### src/rtl/hazard_scoreboard_pkg.sv
// Shared constants and entry type for the register hazard scoreboard.
package hazard_scoreboard_pkg;

  localparam int REG_ADDR_W = 5;
  localparam int NUM_REGS   = 32;

  localparam logic [1:0] LOAD_READY_CNT = 2'd1;
  localparam logic [1:0] ALU_READY_CNT  = 2'd0;
  localparam logic [1:0] LIFE_CNT       = 2'd3;

  typedef struct packed {
    logic [1:0] ready_cnt;
    logic [1:0] life_cnt;
  } entry_t;

  function automatic logic [1:0] dec_sat(input logic [1:0] v);
    return (v == 2'd0) ? 2'd0 : v - 2'd1;
  endfunction

endpackage

### src/rtl/scoreboard_entry.sv
// One scoreboard entry: ready/life counter pair with load, flush-clear and
// saturating decrement.
module scoreboard_entry
  import hazard_scoreboard_pkg::*;
(
  input  logic   clk_i,
  input  logic   rst_i,
  input  logic   load_i,
  input  logic   mem_read_i,
  input  logic   flush_i,
  output entry_t entry_o
);

  entry_t state;

  // Load wins over flush and decrement; a flush only squashes the writer
  // that is currently in EX, which is the one whose life is still full.
  always_ff @(posedge clk_i or negedge rst_i) begin
    if (!rst_i) begin
      state <= '0;
    end else if (load_i) begin
      state.ready_cnt <= mem_read_i ? LOAD_READY_CNT : ALU_READY_CNT;
      state.life_cnt  <= LIFE_CNT;
    end else if (flush_i && (state.life_cnt == LIFE_CNT)) begin
      state <= '0;
    end else begin
      state.ready_cnt <= dec_sat(state.ready_cnt);
      state.life_cnt  <= dec_sat(state.life_cnt);
    end
  end

  assign entry_o = state;

endmodule

### src/rtl/hazard_scoreboard.sv
// Register hazard scoreboard: tracks in-flight writers to x1..x31 and raises
// a load-use stall for the instruction in ID.
module hazard_scoreboard
  import hazard_scoreboard_pkg::*;
(
  input  logic                  clk_i,
  input  logic                  rst_i,
  input  logic                  ID_valid_i,
  input  logic [REG_ADDR_W-1:0] ID_RS1addr_i,
  input  logic [REG_ADDR_W-1:0] ID_RS2addr_i,
  input  logic                  ID_RS1use_i,
  input  logic                  ID_RS2use_i,
  input  logic [REG_ADDR_W-1:0] ID_RDaddr_i,
  input  logic                  ID_RegWrite_i,
  input  logic                  ID_MemRead_i,
  input  logic                  flush_i,
  output logic                  stall_o,
  output logic [NUM_REGS-1:0]   busy_o
);

  entry_t entries [NUM_REGS];
  logic   issue;
  logic   rs1_hit;
  logic   rs2_hit;

  // x0 is never tracked; its slot is a constant empty entry.
  assign entries[0] = '0;

  // Handshake: ID_valid_i is the ID-stage valid and !stall_o is its ready;
  // an instruction leaves ID only in a cycle with valid && !stall_o, and a
  // flush in the same cycle squashes it instead.
  always_comb begin
    rs1_hit = ID_RS1use_i && (ID_RS1addr_i != '0) &&
              (entries[ID_RS1addr_i].ready_cnt != 2'd0);
    rs2_hit = ID_RS2use_i && (ID_RS2addr_i != '0) &&
              (entries[ID_RS2addr_i].ready_cnt != 2'd0);
    stall_o = ID_valid_i && !flush_i && (rs1_hit || rs2_hit);
    issue   = ID_valid_i && !stall_o && !flush_i && ID_RegWrite_i &&
              (ID_RDaddr_i != '0);
  end

  for (genvar n = 1; n < NUM_REGS; n++) begin : g_entry
    scoreboard_entry u_entry (
      .clk_i      (clk_i),
      .rst_i      (rst_i),
      .load_i     (issue && (ID_RDaddr_i == REG_ADDR_W'(n))),
      .mem_read_i (ID_MemRead_i),
      .flush_i    (flush_i),
      .entry_o    (entries[n])
    );
  end

  always_comb begin
    busy_o = '0;
    for (int n = 0; n < NUM_REGS; n++) begin
      busy_o[n] = (entries[n].life_cnt != 2'd0);
    end
  end

endmodule
### config.mk
export PLATFORM = sky130hd
export DESIGN_NAME = hazard_scoreboard
export DESIGN_NICKNAME = d
export VERILOG_FILES = /design/src/rtl/hazard_scoreboard_pkg.sv /design/src/rtl/scoreboard_entry.sv /design/src/rtl/hazard_scoreboard.sv
export SDC_FILE = /design/constraint.sdc
export NUM_CORES = 1
export LEC_CHECK = 0
export BUFFER_PORTS_ARGS = -buffer_cell sky130_fd_sc_hd__clkbuf_2
export CAP_MARGIN = 25
export CORE_MARGIN = 2
export CORE_UTILIZATION = 55
export DETAILED_ROUTE_END_ITERATION = 10
export HOLD_SLACK_MARGIN = 0.03
export PLACE_DENSITY = 0.73
export SYNTH_ARGS = -nofsm -noshare
export SYNTH_HDL_FRONTEND = slang
export SYNTH_SLANG_ARGS = --single-unit
### constraint.sdc
create_clock -name clk_i -period 6.8 [get_ports clk_i]
set_input_delay 0 -clock clk_i [delete_from_list [all_inputs] [get_ports clk_i]]
set_output_delay 0 -clock clk_i [all_outputs]
set_load 0.005 [all_outputs]
* After elaboration in Yosys (flattened, before gate mapping)
Cells that the tools add are included.
** Storage, ports and cells
- Bits of input ports :: 23
- Register bits after elaboration :: 124
- Word-level logic and storage cells :: 494
- Output and inout bits :: 33
** Operators by class
- Eq/ne operators :: 62
- Bitwise operators :: 2
- Reduce and logical (&&, ||, !) cells :: 173
- Order comparisons :: 2
- Add/sub/neg operators :: 62
- Multiplexer cells :: 131
** Operators by type and width (count)
- 2-to-1 mux 4 bit :: 66
- logical NOT 2 bit :: 62
- 2-to-1 mux 2 bit :: 62
- subtractor 2 x 1 -> 2 bit, second input constant :: 62
- == test 5 bit, second input constant :: 16
- logical AND 1 bit :: 72
- nonzero test 2 bit :: 33
- == test 2 bit, second input constant :: 31
- binary-select mux 4 bit (select 5 bit) :: 2
- == test 5 x 4 -> 1 bit, second input constant :: 8
- == test 5 x 3 -> 1 bit, second input constant :: 4
- nonzero test 5 bit :: 3
- >= comparator 6 bit, second input constant :: 2
- NOT 5 -> 6 bit :: 2
- == test 5 x 2 -> 1 bit, second input constant :: 2
- == test 5 x 1 -> 1 bit, second input constant :: 1
- logical NOT 1 bit :: 2
- logical OR 1 bit :: 1
- 2-to-1 mux 1 bit :: 1

* Depth between registers and ports, before layout
- Depth after elaboration :: 15
- Gate-level depth with buffers :: 11
- Depth with buffers taken out :: 7

* By module
Synthesis repeated with hierarchy kept, for this count alone.
** Unflattened totals
- Cell total of the unflattened synthesis :: 647
- Area, all modules :: 6598.8 µm²
** By module, submodules not included
- scoreboard_entry at g_entry[10].u_entry ... :: instances 30, cells an instance 14, area an instance 166.4 µm², seq. area each 100.1 µm²
- hazard_scoreboard :: instances 1, cells an instance 215, area an instance 1452.6 µm², seq. area each 0.0 µm²
- scoreboard_entry at g_entry[1].u_entry :: instances 1, cells an instance 12, area an instance 153.9 µm², seq. area each 100.1 µm²

* Least setup slack after synthesis
Ideal clock, no wire load.
- Path type :: flip-flop to flip-flop
- Start point :: reg g_entry[9].u_entry.state (netlist bit g_entry[9].u_entry.entry_o[3])
- End point :: reg g_entry[25].u_entry.state (netlist bit g_entry[25].u_entry.entry_o[2])
- Data required time :: 6.675 ns
- Library setup time :: 0.125 ns
- Arrival :: 2.353 ns
- Slack :: 4.322 ns
- Cell stages (with the launch flop) :: 9
- Clock period less this slack :: 2.478 ns
- Buffers on the path :: 1
- Path through :: dfrtp_1 -> nor2_1 -> mux4_1 -> or4b_1 -> a41o_1 -> o41a_1 -> buf_2 -> nand4_1 -> mux2_2
** Between the ends
- Longest elaborated chain between the ends :: 14
- Elaborated cells on any way between the ends :: 19
- Those cells by class :: mux (7); reduce/logical (12)
** RTL lines
- start: declaration :: line scoreboard_entry.sv:14 : entry_t state;
- binary-select mux 4 bit (select 5 bit) (on tied branches) :: line hazard_scoreboard.sv:34, hazard_scoreboard.sv:36
- 2-to-1 mux 4 bit (on tied branches) (2 in a row) :: line hazard_scoreboard.sv:34, hazard_scoreboard.sv:36
- nonzero test 2 bit (on tied branches) :: line hazard_scoreboard.sv:34, hazard_scoreboard.sv:36
- logical AND 1 bit (on tied branches) :: line hazard_scoreboard.sv:33, hazard_scoreboard.sv:35
- logical OR 1 bit * :: line hazard_scoreboard.sv:37 : stall_o = ID_valid_i && !flush_i && (rs1_hit || rs2_hit);
- logical AND 1 bit * :: line hazard_scoreboard.sv:37
- logical NOT 1 bit * :: line hazard_scoreboard.sv:38 : issue = ID_valid_i && !stall_o && !flush_i && ID_RegWrite_i &&
- logical AND 1 bit * (4 in a row) :: line hazard_scoreboard.sv:38
- logical AND 1 bit * :: line hazard_scoreboard.sv:46 : .load_i (issue && (ID_RDaddr_i == REG_ADDR_W'(n))),
- 2-to-1 mux 4 bit * :: line scoreboard_entry.sv:21 : end else if (load_i) begin
- end: declaration :: line scoreboard_entry.sv:14
Every way passes the cells marked *; elsewhere a longest branch is shown, timed or not. The select of a mux whose other input is x is not followed.

* Worst setup path in the final report
- Start point :: reg g_entry[20].u_entry.state (netlist bit g_entry[20].u_entry.entry_o[3])
- End point :: out stall_o
** Between the ends
- Longest elaborated chain between the ends :: 7
- Elaborated cells on any way between the ends :: 12
- Those cells by class :: mux (6); reduce/logical (6)
** RTL lines
- start: declaration :: line scoreboard_entry.sv:14
- binary-select mux 4 bit (select 5 bit) (on tied branches) :: line hazard_scoreboard.sv:34, hazard_scoreboard.sv:36
- 2-to-1 mux 4 bit (on tied branches) (2 in a row) :: line hazard_scoreboard.sv:34, hazard_scoreboard.sv:36
- nonzero test 2 bit (on tied branches) :: line hazard_scoreboard.sv:34, hazard_scoreboard.sv:36
- logical AND 1 bit (on tied branches) :: line hazard_scoreboard.sv:33, hazard_scoreboard.sv:35
- logical OR 1 bit * :: line hazard_scoreboard.sv:37
- logical AND 1 bit * :: line hazard_scoreboard.sv:37
- end: declaration :: line hazard_scoreboard.sv:17 : output logic stall_o,
Marked as above.

==> metrics <==
status=finished, final reports clean; Main synth FF type=dfrtp_1; clock sink count=124; 1st-iter DRT viols=394; unrepaired setup endpoints after global routing=false; drt wl/cell=18.6 um; Final Total Pwr=1.85 mW; multi-input logic area=2840 um^2; final core utilization=0.665; Num CTS Buffers=17; final hold violations=0; post_cts resized=0; Routed Antenna Nets=0; async set or reset register ratio after synthesis=1.00; clk root buf=clkbuf_16; vias in the first global route=5220; syn_nets=694; Initial Util=0.569; die area=12200 um^2; crit-path cells=nor3_1 > a211oi_1 > a211oi_1 > or4_1 > nor2_1 > nor2_1 > buf_4 > nor3b_1 > clkbuf_2; CP peak stage delay=660 ps; CP max stage cell=nor2_1; Die Span Y=110 um; Yosys cell types=52; final WL=16300 um; Tmin final=3250 ps; area of the core=10900 um^2; Slew Viols, Final=0; grt total ovfl=0; H-tree depth=4; via count=5350; initial antenna violation count=0; worst path arrival time=3250 ps; fill cell count=885; Syn Area/Cell=9.27 um^2; Layout Nets=750; setup TNS=0 ps; CTS tree=yes; Synth Register Bits=124; fmax=308 MHz; # rows=38; first-pass GRT wire length=26300 um; drt first pass iters=5; IO buf count=54; Total GRT Usage=0.292; largest net degree at the start of global routing=72; crit path max fanout=18; DIE WIDTH=110 um; HPWL Detailed=11200 um; Crit path max-delay family=simple AND/OR/NAND/NOR gates; Seq/Total Area, Yosys=0.499; vias per cell=6.08; final-report setup violation count=0; maxcap violations=0; WP data required=6800 ps; share of cells above drive strength 1=0.220; I/O pins=56; RD Place Congestion=0.905; largest cells by area after synthesis=dfrtp_1, nand3_1, o21ai_0, nand2_1, nor2_1; Peak VDD IR=0.187 mV; Clock Latency Late Sink=420 ps; Yosys top cell area share=0.499; Leakage=3.38 nW; relative slew slack=0.414; Power Density=254 nW/um^2; # DRC=0; CTS max path bufs=2; Worst Tran Pin Value=879 ps; Worst-path clk slew=60 ps; Ys Warns=0; Register Area=3100 um^2; Fin Clk Skew=8.17 ps; cells after synthesis=671; Startpoint Class=register; P&R area growth vs syn=16.9%; max reg flops=124; Worst setup EP type=primary output; Hold Crit Class=primary input to register; critical path type=register to primary output; number of synthesized flops with an enable pin=0; synthesized area=6220 um^2; CP bufs+invs=2; largest area contributor in the netlist=dfrtp_1; Final period util=0.477; # diodes=0
==> logic make-up after synthesis <==
logic type             synth area share
multiplexers                     0.0670
other                          0.000603
flip-flops                        0.499
AO/OA/AOI/OAI                     0.122
buffers and inverters            0.0443
AND/OR/NAND/NOR                   0.267
==> tightest hold or removal path, delay by kind of cell <==
kind                   cells  cell delay, ps
AND/OR/NAND/NOR            1             190
buffers and inverters      1             150
AO/OA/AOI/OAI              1              90
==> through the flow <==
| step | hold slack (ps) | instances | setup WS (ps) | instance area (um^2) |
|---|---|---|---|---|
| after floorplan | -296 | 671 | 4320 | 6220 |
| after global placement | 69.2 | 842 | 3720 | 6560 |
| after detailed placement | 83.1 | 843 | 3700 | 6560 |
| after CTS | 33.4 | 879 | 3590 | 7250 |
| after global routing | 67.1 | 880 | 3370 | 7270 |
| final | 52.2 | 880 | 3550 | 7270 |
==> placed cells by master (no fill, tap or decap), types with 3 or more instances in the layout <==
cell and count:
and4_1 12, a21oi_1 28, o21ai_0 55, nor3b_1 8
nand4_1 6, nand2b_1 3, inv_1 35, nor2b_1 3
clkbuf_2 53, dfrtp_1 124, clkinv_2 3, nor3_1 24
bufinv_16 5, or4_4 5, nand3_1 63, nor2_1 73
mux2_1 4, buf_4 6, dlygate4sd3_1 4, o211ai_1 5
o22ai_1 12, or4_1 4, nand2_1 73, mux2_2 20
mux2_4 5, nor4_1 4, nand3b_1 4, a2111oi_0 3
or2_2 32, clkbuf_16 17, a211oi_1 8
==> path summary, 6_finish.rpt <==
| path | from | end | slack [ps] | cells after the start |
|---|---|---|---|---|
| min in group asynchronous | rst_i | g_entry[10].u_entry.entry_o[0]$_DFF_PN0_ | 170 | 2 |
| worst max-delay path | g_entry[20].u_entry.entry_o[3]$_DFF_PN0_ | stall_o | 3550 | 9 |
| worst max register to register | g_entry[20].u_entry.entry_o[3]$_DFF_PN0_ | g_entry[21].u_entry.entry_o[2]$_DFF_PN0_ | 3890 | 7 |
| worst min-delay path | ID_RDaddr_i[1] | g_entry[2].u_entry.entry_o[1]$_DFF_PN0_ | 50 | 3 |
| worst min register to register | g_entry[16].u_entry.entry_o[0]$_DFF_PN0_ | g_entry[16].u_entry.entry_o[0]$_DFF_PN0_ | 500 | 1 |
| max in group asynchronous | rst_i | g_entry[17].u_entry.entry_o[1]$_DFF_PN0_ | 5290 | 3 |
==> routing by layer <==
| layer | part of all wire | up-vias | wire [um] | track usage |
|---|---|---|---|---|
| met5 | 0 | - | 0 | 0 |
| met4 | 0.017 | 0 | 274 | 0.0982 |
| met3 | 0.054 | 22 | 889 | 0.0694 |
| met2 | 0.48 | 181 | 7870 | 0.468 |
| met1 | 0.45 | 2649 | 7290 | 0.391 |
| li1 | - | 2498 | - | - |
==> final cells by class <==
cell class	instances	share of cell area
flip-flops and latches	124	0.427
multi-input cells	484	0.391
clock buffers	21	0.0634
repair buffers	64	0.0503
clock inverters	11	0.0260
well taps	140	0.0241
inverters	36	0.0186
==> cells in the mapped netlist, drive strengths merged (3+ instances only) <==
library cell and number:
a2111oi 5, a211oi 8, a21oi 28, and4 12, buf 15, clkbuf 12
dfrtp 124, inv 36, mux2 29, mux4 3, nand2 73, nand2b 3
nand3 63, nand3b 4, nand4 6, nor2 73, nor2b 4, nor3 24
nor3b 10, nor4 4, o211ai 5, o21ai 57, o22ai 12, or2 33
or4 9
==> power breakdown <==
part	switching, mW	internal (mW)
Combinational	0.0767	0.0297
Sequential	0.00170	0.740
Clock	0.329	0.669
==> what timing repair did <==
item,CTS,global route
hold buffers,4,0
buffers inserted,0,0
hold endpoints to repair,58,0
Power figures use the tool's default switching activity.
